File: src/rtl/key_access_if.sv
// Request/acknowledge bundle shared by the processor bus and the crypto engine
// on their way to the key register controller.
interface key_access_if;
  logic bus_req;
  logic bus_we;
  logic bus_ack;
  logic bus_err;
  logic core_req;
  logic core_we;
  logic core_ack;

  modport master (output bus_req, bus_we, core_req, core_we,
                  input  bus_ack, bus_err, core_ack);
  modport slave  (input  bus_req, bus_we, core_req, core_we,
                  output bus_ack, bus_err, core_ack);
endinterface

File: src/rtl/key_access_ctrl.sv
// Arbitrates bus/engine access to the 16-bit key register and issues its strobes.
// Optional bus-read lock is compiled in with `define KEY_ACCESS_CTRL_LOCK_EN.
module key_access_ctrl #(
  parameter int unsigned MAX_CORE_BURST = 4
) (
  input  logic         clk,
  input  logic         rst,
  key_access_if.slave  kif,
  input  logic         lock_set,
  output logic         save_key_bus,
  output logic         send_key_bus,
  output logic         get_key,
  output logic         send_key,
  output logic         busy,
  output logic         key_valid
);
  typedef enum logic [1:0] {IDLE, ISSUE, ACK} state_t;
  localparam logic [3:0] MAXC = 4'(MAX_CORE_BURST);

  state_t     state_q, state_d;
  logic [3:0] core_cnt_q, core_cnt_d;
  logic       last_grant_q, last_grant_d;  // 1 = bus owns the current access
  logic       we_q, we_d;
  logic       refuse_q, refuse_d;
  logic [3:0] strb_q, strb_d;              // {save_key_bus, send_key_bus, get_key, send_key}
  logic       bus_ack_q, bus_ack_d;
  logic       bus_err_q, bus_err_d;
  logic       core_ack_q, core_ack_d;
  logic       busy_q, busy_d;
  logic       key_valid_q, key_valid_d;
  logic       lock_now;
  logic       grant_bus;

`ifdef KEY_ACCESS_CTRL_LOCK_EN
  logic locked_q, locked_d;
  assign locked_d = locked_q | lock_set;
  assign lock_now = locked_q;
  always_ff @(posedge clk) begin
    if (rst) locked_q <= 1'b0;
    else     locked_q <= locked_d;
  end
`else
  logic lock_unused;
  assign lock_unused = lock_set;
  assign lock_now    = 1'b0;
`endif

  // Bus wins only when alone or once the core has used up its burst allowance.
  assign grant_bus = kif.bus_req && (!kif.core_req || core_cnt_q == MAXC);

  always_comb begin
    state_d      = state_q;
    core_cnt_d   = core_cnt_q;
    last_grant_d = last_grant_q;
    we_d         = we_q;
    refuse_d     = refuse_q;
    strb_d       = 4'b0000;
    bus_ack_d    = 1'b0;
    bus_err_d    = 1'b0;
    core_ack_d   = 1'b0;
    key_valid_d  = key_valid_q;
    case (state_q)
      IDLE: begin
        if (!kif.bus_req)  core_cnt_d = 4'd0;
        else if (grant_bus) core_cnt_d = 4'd0;
        else if (kif.core_req && core_cnt_q != MAXC) core_cnt_d = core_cnt_q + 4'd1;
        if (kif.bus_req || kif.core_req) begin
          state_d      = ISSUE;
          last_grant_d = grant_bus;
          we_d         = grant_bus ? kif.bus_we : kif.core_we;
          refuse_d     = grant_bus && !kif.bus_we && lock_now;
          if (grant_bus) strb_d = kif.bus_we ? 4'b1000 : (lock_now ? 4'b0000 : 4'b0100);
          else           strb_d = kif.core_we ? 4'b0010 : 4'b0001;
        end
      end
      ISSUE: begin
        state_d    = ACK;
        bus_ack_d  = last_grant_q;
        bus_err_d  = last_grant_q && refuse_q;
        core_ack_d = !last_grant_q;
      end
      ACK: begin
        state_d     = IDLE;
        key_valid_d = key_valid_q | we_q;
      end
      default: state_d = IDLE;
    endcase
    busy_d = (state_d != IDLE);
  end

  always_ff @(posedge clk) begin
    if (rst) begin
      state_q      <= IDLE;
      core_cnt_q   <= 4'd0;
      last_grant_q <= 1'b0;
      we_q         <= 1'b0;
      refuse_q     <= 1'b0;
      strb_q       <= 4'b0000;
      bus_ack_q    <= 1'b0;
      bus_err_q    <= 1'b0;
      core_ack_q   <= 1'b0;
      busy_q       <= 1'b0;
      key_valid_q  <= 1'b0;
    end else begin
      state_q      <= state_d;
      core_cnt_q   <= core_cnt_d;
      last_grant_q <= last_grant_d;
      we_q         <= we_d;
      refuse_q     <= refuse_d;
      strb_q       <= strb_d;
      bus_ack_q    <= bus_ack_d;
      bus_err_q    <= bus_err_d;
      core_ack_q   <= core_ack_d;
      busy_q       <= busy_d;
      key_valid_q  <= key_valid_d;
    end
  end

  assign {save_key_bus, send_key_bus, get_key, send_key} = strb_q;
  assign kif.bus_ack  = bus_ack_q;
  assign kif.bus_err  = bus_err_q;
  assign kif.core_ack = core_ack_q;
  assign busy         = busy_q;
  assign key_valid    = key_valid_q;
endmodule

File: src/flat_wrapper.sv
// flat-port wrapper written by rule: the top's interface ports become plain ports
module key_access_ctrl_flat 
#(
  parameter int unsigned MAX_CORE_BURST = 4
)
  (clk, rst, lock_set, save_key_bus, send_key_bus, get_key, send_key, busy, key_valid, kif_bus_req, kif_bus_we, kif_core_req, kif_core_we, kif_bus_ack, kif_bus_err, kif_core_ack);
  key_access_if kif_i ();
  input  logic clk;
  input  logic rst;
  input  logic lock_set;
  output logic save_key_bus;
  output logic send_key_bus;
  output logic get_key;
  output logic send_key;
  output logic busy;
  output logic key_valid;
  input wire logic [$bits(kif_i.bus_req)-1:0] kif_bus_req;
  input wire logic [$bits(kif_i.bus_we)-1:0] kif_bus_we;
  input wire logic [$bits(kif_i.core_req)-1:0] kif_core_req;
  input wire logic [$bits(kif_i.core_we)-1:0] kif_core_we;
  output wire logic [$bits(kif_i.bus_ack)-1:0] kif_bus_ack;
  output wire logic [$bits(kif_i.bus_err)-1:0] kif_bus_err;
  output wire logic [$bits(kif_i.core_ack)-1:0] kif_core_ack;
  assign kif_i.bus_req = kif_bus_req;
  assign kif_i.bus_we = kif_bus_we;
  assign kif_i.core_req = kif_core_req;
  assign kif_i.core_we = kif_core_we;
  assign kif_bus_ack = kif_i.bus_ack;
  assign kif_bus_err = kif_i.bus_err;
  assign kif_core_ack = kif_i.core_ack;
  key_access_ctrl #(.MAX_CORE_BURST(MAX_CORE_BURST)) u_core (.clk(clk), .rst(rst), .kif(kif_i), .lock_set(lock_set), .save_key_bus(save_key_bus), .send_key_bus(send_key_bus), .get_key(get_key), .send_key(send_key), .busy(busy), .key_valid(key_valid));
endmodule
File: config.mk
export PLATFORM = sky130hd
export DESIGN_NAME = key_access_ctrl_flat
export DESIGN_NICKNAME = d
export VERILOG_FILES = /design/src/rtl/key_access_if.sv /design/src/rtl/key_access_ctrl.sv /design/src/flat_wrapper.sv
export SDC_FILE = /design/constraint.sdc
export NUM_CORES = 1
export LEC_CHECK = 0
export CAP_MARGIN = 30
export CORE_UTILIZATION = 40
export CTS_CLUSTER_DIAMETER = 200
export DETAILED_ROUTE_END_ITERATION = 10
export GPL_TIMING_DRIVEN = 0
export PLACE_DENSITY = 0.7
export SLEW_MARGIN = 20
export SYNTH_ARGS = -nofsm -noshare
export SYNTH_HDL_FRONTEND = slang
export SYNTH_SLANG_ARGS = --single-unit
File: constraint.sdc
create_clock -name clk -period 1.8 [get_ports clk]
set_clock_uncertainty 0.1 [all_clocks]
set_input_delay 0.36 -clock clk [delete_from_list [all_inputs] [get_ports clk]]
set_output_delay 0.36 -clock clk [all_outputs]
set_load 0.02 [all_outputs]
==> flow_metrics.py, run 1 <==
metrics = {
    "run_status": {
        "outcome": "completed",
    },
    "yosys": {
        "synth_mux_area_share_pct": 0,
        "ys_ff_latch": 16,
        "postSynthAreaPerCell_um2": 9.15,
        "async_flop_share_pct": 0,
        "synth_top_area_share_pct": 47.9,
        "synthSimpleGateAreaFrac_pct": 27.7,
        "synth_compound_area_share_pct": 12.2,
        "synth_cell_type_count": 29,
        "syn_nets": 82,
        "yosys.area_share.adder_pct": 3.75,
        "synthCells": 73,
        "synth-xor-area-share_pct": 0,
        "synth_top_cells_by_area": "dfxtp_1 48%, ha_1 3.7%, inv_1 3.4%",
        "ys_seq_area_share_pct": 47.9,
        "synth_area_um2": 668,
        "yosys_warnings": 0,
        "synth_top_family_by_area": "simple AND/OR/NAND/NOR gates",
        "synth_top_flop_cell": "dfxtp_1",
        "synth_area_leader_cell": "dfxtp_1",
        "synth-edff-count": 0,
    },
    "route": {
        "routed_via_density": 5.04,
        "via_count": 529,
        "drt_pass1_iterations": 4,
        "drtIter0Drc": 14,
        "drc": 0,
        "wl_per_cell_um": 11.7,
        "drtAntennaViolNets": 0,
        "drt-total-wl_um": 1230,
    },
    "setup_path": {
        "worstSetupPathType": "reg -> out",
        "crit_chain": "clkdlybuf4s50_1",
        "max_stage_delay_ns": 0.60,
        "crit_buf_inv": 1,
        "critPathSlowestCell": "clkdlybuf4s50_1",
        "crit_family": "buffers and inverters",
        "cp_max_fo": 2,
        "cp_data_required_time_ns": 1.34,
        "cp-start-kind": "flip-flop",
        "end_kind": "output port",
        "arrival_ns": 1.22,
    },
    "clock_network": {
        "root_buffer": "clkbuf_4",
        "postCtsSetupBuffers": 0,
        "cts.reportedPaths.clkPinSlew_ns": 0.09,
        "cts_buffers": 3,
        "cts_tree": "built",
        "clockBufferDepth": 2,
        "clkLatencyLatePin_ns": 0.28,
        "hold_buffers": 0,
        "ctsHtreeMaxLevel": 1,
        "clock_sinks": 16,
        "ctsResizeCount": 0,
    },
    "sta": {
        "rsz0062_at_grt": "false",
        "hold_viol": 0,
        "finalCritPeriodShare_pct": 93.3,
        "fin_crit_ns": 1.68,
        "slew_violations": 0,
        "setup_viol": 0,
        "fmax_mhz": 595,
        "setup_tns_ns": 0,
    },
    "power": {
        "finalPower_mw": 0.709,
        "vdd_drop_max_mv": 0.688,
        "power_leakage_nw": 0.344,
        "powerDensity_nw_per_um2": 839,
    },
    "floorplanning": {
        "dieHeight_um": 42.9,
        "io_pins": 16,
        "die_w_um": 42.9,
        "core-area_um2": 1540,
        "rows": 14,
        "die-area_um2": 1840,
        "start_util_pct": 43.3,
    },
    "place": {
        "detailed_place_hpwl_um": 893,
        "portBuffers": 12,
        "dp_cells": 101,
        "gp_congestion": 0.731,
    },
    "global_route": {
        "grt_overflow": 0,
        "grt_use_total_pct": 14.9,
        "grt_pass1_wl_um": 1980,
        "grt_max_degree": 11,
        "antenna_found_initial": 0,
        "grt_pass1_vias": 459,
    },
    "finish": {
        "area.growth.synth_to_final_pct": 26.4,
        "instances_no_fill": 105,
        "drive_gt1_share_pct": 16.9,
        "fin_nets": 99,
        "n_antenna_cell": 0,
    },
    "min_path": {
        "hold_class": "in -> reg",
    },
    "job": {
        "drv_cap": 0,
    },
}
## Yosys cell counts, types with 2 or more instances
cell type,count
nand4_1,3
a31oi_1,3
nand3_1,2
and2_1,2
a21oi_1,3
o211ai_1,2
nor2_1,5
inv_1,6
inv_2,2
nand2_1,6
buf_2,3
dfxtp_1,16
ha_1,2
nand4b_1,2
o21ai_1,2
## per-layer routing
layer  GRT usage [%]  vias to the layer above  wire [um]
li1                -                      286          -
met1            18.9                      227        594
met2            20.9                       12        556
met3            6.81                        4         61
met4            7.50                        0         18
met5               0                        -          0
## placed cells by master (no fill, tap or decap), types with 3 or more instances in the layout
cell type / instances
nand4_1: 3
nand2_1: 6
dfxtp_1: 16
clkbuf_4: 3
inv_1: 6
buf_2: 3
a31oi_1: 3
nor2_1: 5
a21oi_1: 3
clkdlybuf4s50_1: 12
## flip-flops by register name, summed over array words and instances (netlist names)
name and flops:
u_core.busy 1, u_core.core_cnt_q 4, u_core.key_valid 1, u_core.kif.bus_ack 1
u_core.kif.core_ack 1, u_core.last_grant_q 1, u_core.state_q 2, u_core.strb_q 4
u_core.we_q 1
## layout make-up
type / count / area, um^2
Fill cell: 148 / 697
Buffer: 4 / 22.5
Tap cell: 16 / 20.0
Sequential cell: 16 / 320
Clock buffer: 4 / 36.3
Multi-Input combinational cell: 45 / 295
Inverter: 8 / 30.0
Timing Repair Buffer: 12 / 120
## power by group
group	leakage, nW	internal [mW]	switching, mW	total [mW]
combinational	0.193	0.0430	0.0538	0.0968
clock	0.0210	0.123	0.108	0.232
sequential	0.131	0.370	0.0100	0.380
total	0.344	0.536	0.172	0.709
## through the flow
stage | utilization [%] | worst slack [ns] | hold WS [ns] | area (um^2)
final | 54.8 | 0.120 | 0.280 | 845
after global routing | 54.8 | 0.0730 | 0.285 | 845
after CTS | 54.8 | 0.106 | 0.281 | 845
after detailed placement | 52.4 | 0.108 | 0.320 | 808
after global placement | 52.4 | 0.140 | 0.318 | 808
after floorplan | - | 0.500 | 0.300 | 668
## logic make-up after synthesis
kind of cell	count (synthesis)
AOI/OAI and AO/OA	13
adders and majority gates	2
buffers and inverters	12
DFF	16
other	1
and+or+nand+nor	29
## worst paths after layout
path                            slack, ns                              start                              to  cells after the start
worst max-delay path                 0.12      u_core.key_valid$_SDFFE_PP0N_                       key_valid                      1
worst min-delay path                 0.28                                rst   u_core.key_valid$_SDFFE_PP0N_                      2
worst max register to register       0.35  u_core.core_cnt_q[0]$_SDFFE_PP0P_        u_core.we_q$_SDFFE_PP0P_                      5
worst min register to register       0.33   u_core.last_grant_q$_SDFFE_PP0P_  u_core.kif.core_ack$_SDFF_PP0_                      1
Power figures use the tool's default switching activity.
==> inputs of run 2 (changes only) <==
- ABC_AREA: unset -> 1
- CTS_BUF_LIST: unset -> sky130_fd_sc_hd__clkbuf_16
==> run 2 against run 1 <==
Cell area increased by 5.5%. Global-route usage grew 0.12 points. First-iteration DRC count decreased by 64%. Total power is 32% higher. Register-to-register slack improved by 0.08 ns. Utilization rose by 3.7 points. Sequential share of layout area decreased by 2.0 points.
==> flow_metrics.py, run 2 <==
metrics = {
    "run_status": {
        "outcome": "completed",
    },
    "sta": {
        "rsz0062_at_grt": "false",
        "setup_tns_ns": 0,
        "slew_violations": 0,
        "fin_crit_ns": 1.63,
        "fin_hold_ws_ns": 0.313,
        "finalCritPeriodShare_pct": 90.4,
        "setup_viol": 0,
        "fmax_mhz": 615,
        "hold_viol": 0,
    },
    "setup_path": {
        "cp_max_fo": 2,
        "r2r_end": "u_core.core_cnt_q[3]$_SDFFE_PP0P_",
        "reg2regPathDepth": 7,
        "crit_family": "buffers and inverters",
        "end_kind": "output port",
        "max_stage_delay_ns": 0.60,
        "crit_chain": "clkdlybuf4s50_1",
        "timing.rr.start": "u_core.core_cnt_q[0]$_SDFFE_PP0P_",
        "crit_buf_inv": 1,
        "critPathSlowestCell": "clkdlybuf4s50_1",
        "arrival_ns": 1.17,
        "cp-start-kind": "flip-flop",
        "cp_data_required_time_ns": 1.34,
        "rrSetupSlack_ns": 0.43,
        "worstSetupPathType": "reg -> out",
    },
    "place": {
        "detailed_place_hpwl_um": 905,
        "gp_congestion": 0.756,
        "portBuffers": 13,
        "placed_area_um2": 812,
    },
    "yosys": {
        "ys_top_cells_by_count": "16 x dfxtp_1, 10 x nand2_1, 10 x nand3_1, 9 x inv_1, 8 x nor2_1",
        "postSynthAreaPerCell_um2": 8.27,
        "synth_area_um2": 662,
        "synth-edff-count": 0,
        "synth_top_cells_by_area": "dfxtp_1 48%, nand3_1 7.6%, nand2_1 5.7%",
        "synthCells": 80,
        "yosysMostFrequentCell": "dfxtp_1",
        "synth_top_area_share_pct": 48.4,
        "synth_cell_type_count": 20,
        "yosys_warnings": 0,
        "syn_nets": 89,
        "synth_area_leader_cell": "dfxtp_1",
        "synth_top_flop_cell": "dfxtp_1",
        "ys_seq_area_share_pct": 48.4,
        "ys_ff_latch": 16,
        "async_flop_share_pct": 0,
    },
    "finish": {
        "area.growth.synth_to_final_pct": 34.6,
        "largestRegisters": "u_core.core_cnt_q x4, u_core.strb_q x4, u_core.state_q x2",
        "multi_input_area_um2": 282,
        "mostFrequentLayoutCell": "dfxtp_1",
        "n_antenna_cell": 0,
        "finalCoreUtilization_pct": 58.5,
        "register_area_um2": 320,
        "final_cell_mix": "16 x dfxtp_1, 13 x clkdlybuf4s50_1, 10 x nand2_1, 10 x nand3_1, 9 x inv_1",
        "drive_gt1_share_pct": 17.5,
        "nFillCells": 146,
        "design_area_um2": 891,
        "fin_nets": 107,
    },
    "power": {
        "power_frac_seq_pct": 41.1,
        "vdd_drop_max_mv": 0.607,
        "p_int_mw": 0.713,
        "clockPowerShare_pct": 47.1,
        "sw_frac_of_total_pct": 23.5,
        "combPwrFrac_pct": 11.8,
        "power_leakage_nw": 0.380,
        "powerDensity_nw_per_um2": 1050,
        "switchingPower_mw": 0.219,
    },
    "min_path": {
        "min_path_cells": 1,
        "hp-start": "u_core.last_grant_q$_SDFFE_PP0P_",
        "min_to": "u_core.kif.core_ack$_SDFF_PP0_",
        "hold_class": "reg -> reg",
    },
    "floorplanning": {
        "io_pins": 16,
        "rows": 14,
        "die_w_um": 42.7,
        "dieHeight_um": 42.7,
        "core-area_um2": 1520,
        "start_util_pct": 43.4,
        "die-area_um2": 1820,
    },
    "job": {
        "drv_cap": 0,
    },
    "clock_network": {
        "cts_buffers": 3,
        "cts.reportedPaths.clkPinSlew_ns": 0.05,
        "hold_buffers": 0,
        "clkLatencyLatePin_ns": 0.25,
        "ctsHtreeMaxLevel": 1,
        "clockBufferDepth": 2,
        "postCtsSetupBuffers": 0,
        "clock_sinks": 16,
        "ctsResizeCount": 0,
        "cts_tree": "built",
        "root_buffer": "clkbuf_16",
    },
    "global_route": {
        "grt_pass1_vias": 489,
        "antenna_found_initial": 0,
        "grt_pass1_wl_um": 1950,
        "grt_max_degree": 10,
        "grt_overflow": 0,
        "grt_use_total_pct": 15.0,
    },
    "route": {
        "drtIter0Drc": 5,
        "drt-total-wl_um": 1230,
        "routed_via_density": 4.73,
        "wl_per_cell_um": 10.8,
        "via_count": 535,
        "drt_pass1_iterations": 4,
        "drtAntennaViolNets": 0,
        "drc": 0,
    },
}
[run 2: changes by cell type after synthesis, sizes merged, moves of 2 or more]
cell and change:
nand4b -2, nand2 +6, nand3 +9, o211ai -2, inv +5, and2 -2, buf -3, a31oi -3
nor2 +6
[run 2: worst max path at each step]
stage / start / endpoint / slack, ns / depth (start not counted)
6_report: u_core.key_valid$_SDFFE_PP0N_ / key_valid / 0.17 / 1
5_1_grt: u_core.busy$_SDFF_PP0_ / busy / 0.15 / 1
2_1_floorplan: u_core.core_cnt_q[0]$_SDFFE_PP0P_ / u_core.we_q$_SDFFE_PP0P_ / 0.59 / 8
3_3_place_gp: rst / u_core.last_grant_q$_SDFFE_PP0P_ / 0.17 / 4
4_1_cts: u_core.key_valid$_SDFFE_PP0N_ / key_valid / 0.17 / 1
3_5_place_dp: rst / u_core.last_grant_q$_SDFFE_PP0P_ / 0.18 / 4
[run 2: cells by family (layout without fill, tap and decap cells)]
logic type	Yosys count	count (layout)	share of synthesized area, %
AO/OA/AOI/OAI	8	8	6.99
adder cells (fa/ha/maj)	2	2	3.78
buffers and inverters	15	32	9.07
flip-flops	16	16	48.4
other	1	1	0.567
AND/OR/NAND/NOR	38	38	31.2
[run 2: metrics by stage]
step / worst slack [ns] / power, mW / instances
final: 0.173 / 0.932 / 113
after global routing: 0.153 / 0.964 / 113
after CTS: 0.171 / 0.933 / 113
after detailed placement: 0.183 / 0.500 / 109
after global placement: 0.173 / 0.498 / 109
after floorplan: 0.587 / 0.455 / 80
[run 2: area by class of cell]
type	instances	area share [%]
buffer	1	0.843
clock buffer	3	8.43
clock inverter	1	0.421
inverter	14	5.90
multi-input combinational	49	31.6
sequential	16	36.0
tap	16	2.25
timing repair buffer	13	14.6
[run 2: power by group through the flow]
stage	logic (mW)	registers [mW]	clock network, mW
after global placement	0.108	0.390	0
final	0.110	0.383	0.439
after detailed placement	0.109	0.390	0
after floorplan	0.0556	0.399	0
after CTS	0.110	0.383	0.439
after global routing	0.120	0.385	0.459
[run 2: per-layer routing]
layer,GRT usage (%),vias to the layer above,part of all wire (%),routed length (um)
met1,18.1,236,48,591
met3,5.11,4,3.8,47
met5,0,-,0,0
met2,21.8,10,45,550
met4,11.3,0,2.9,36
li1,-,285,-,-
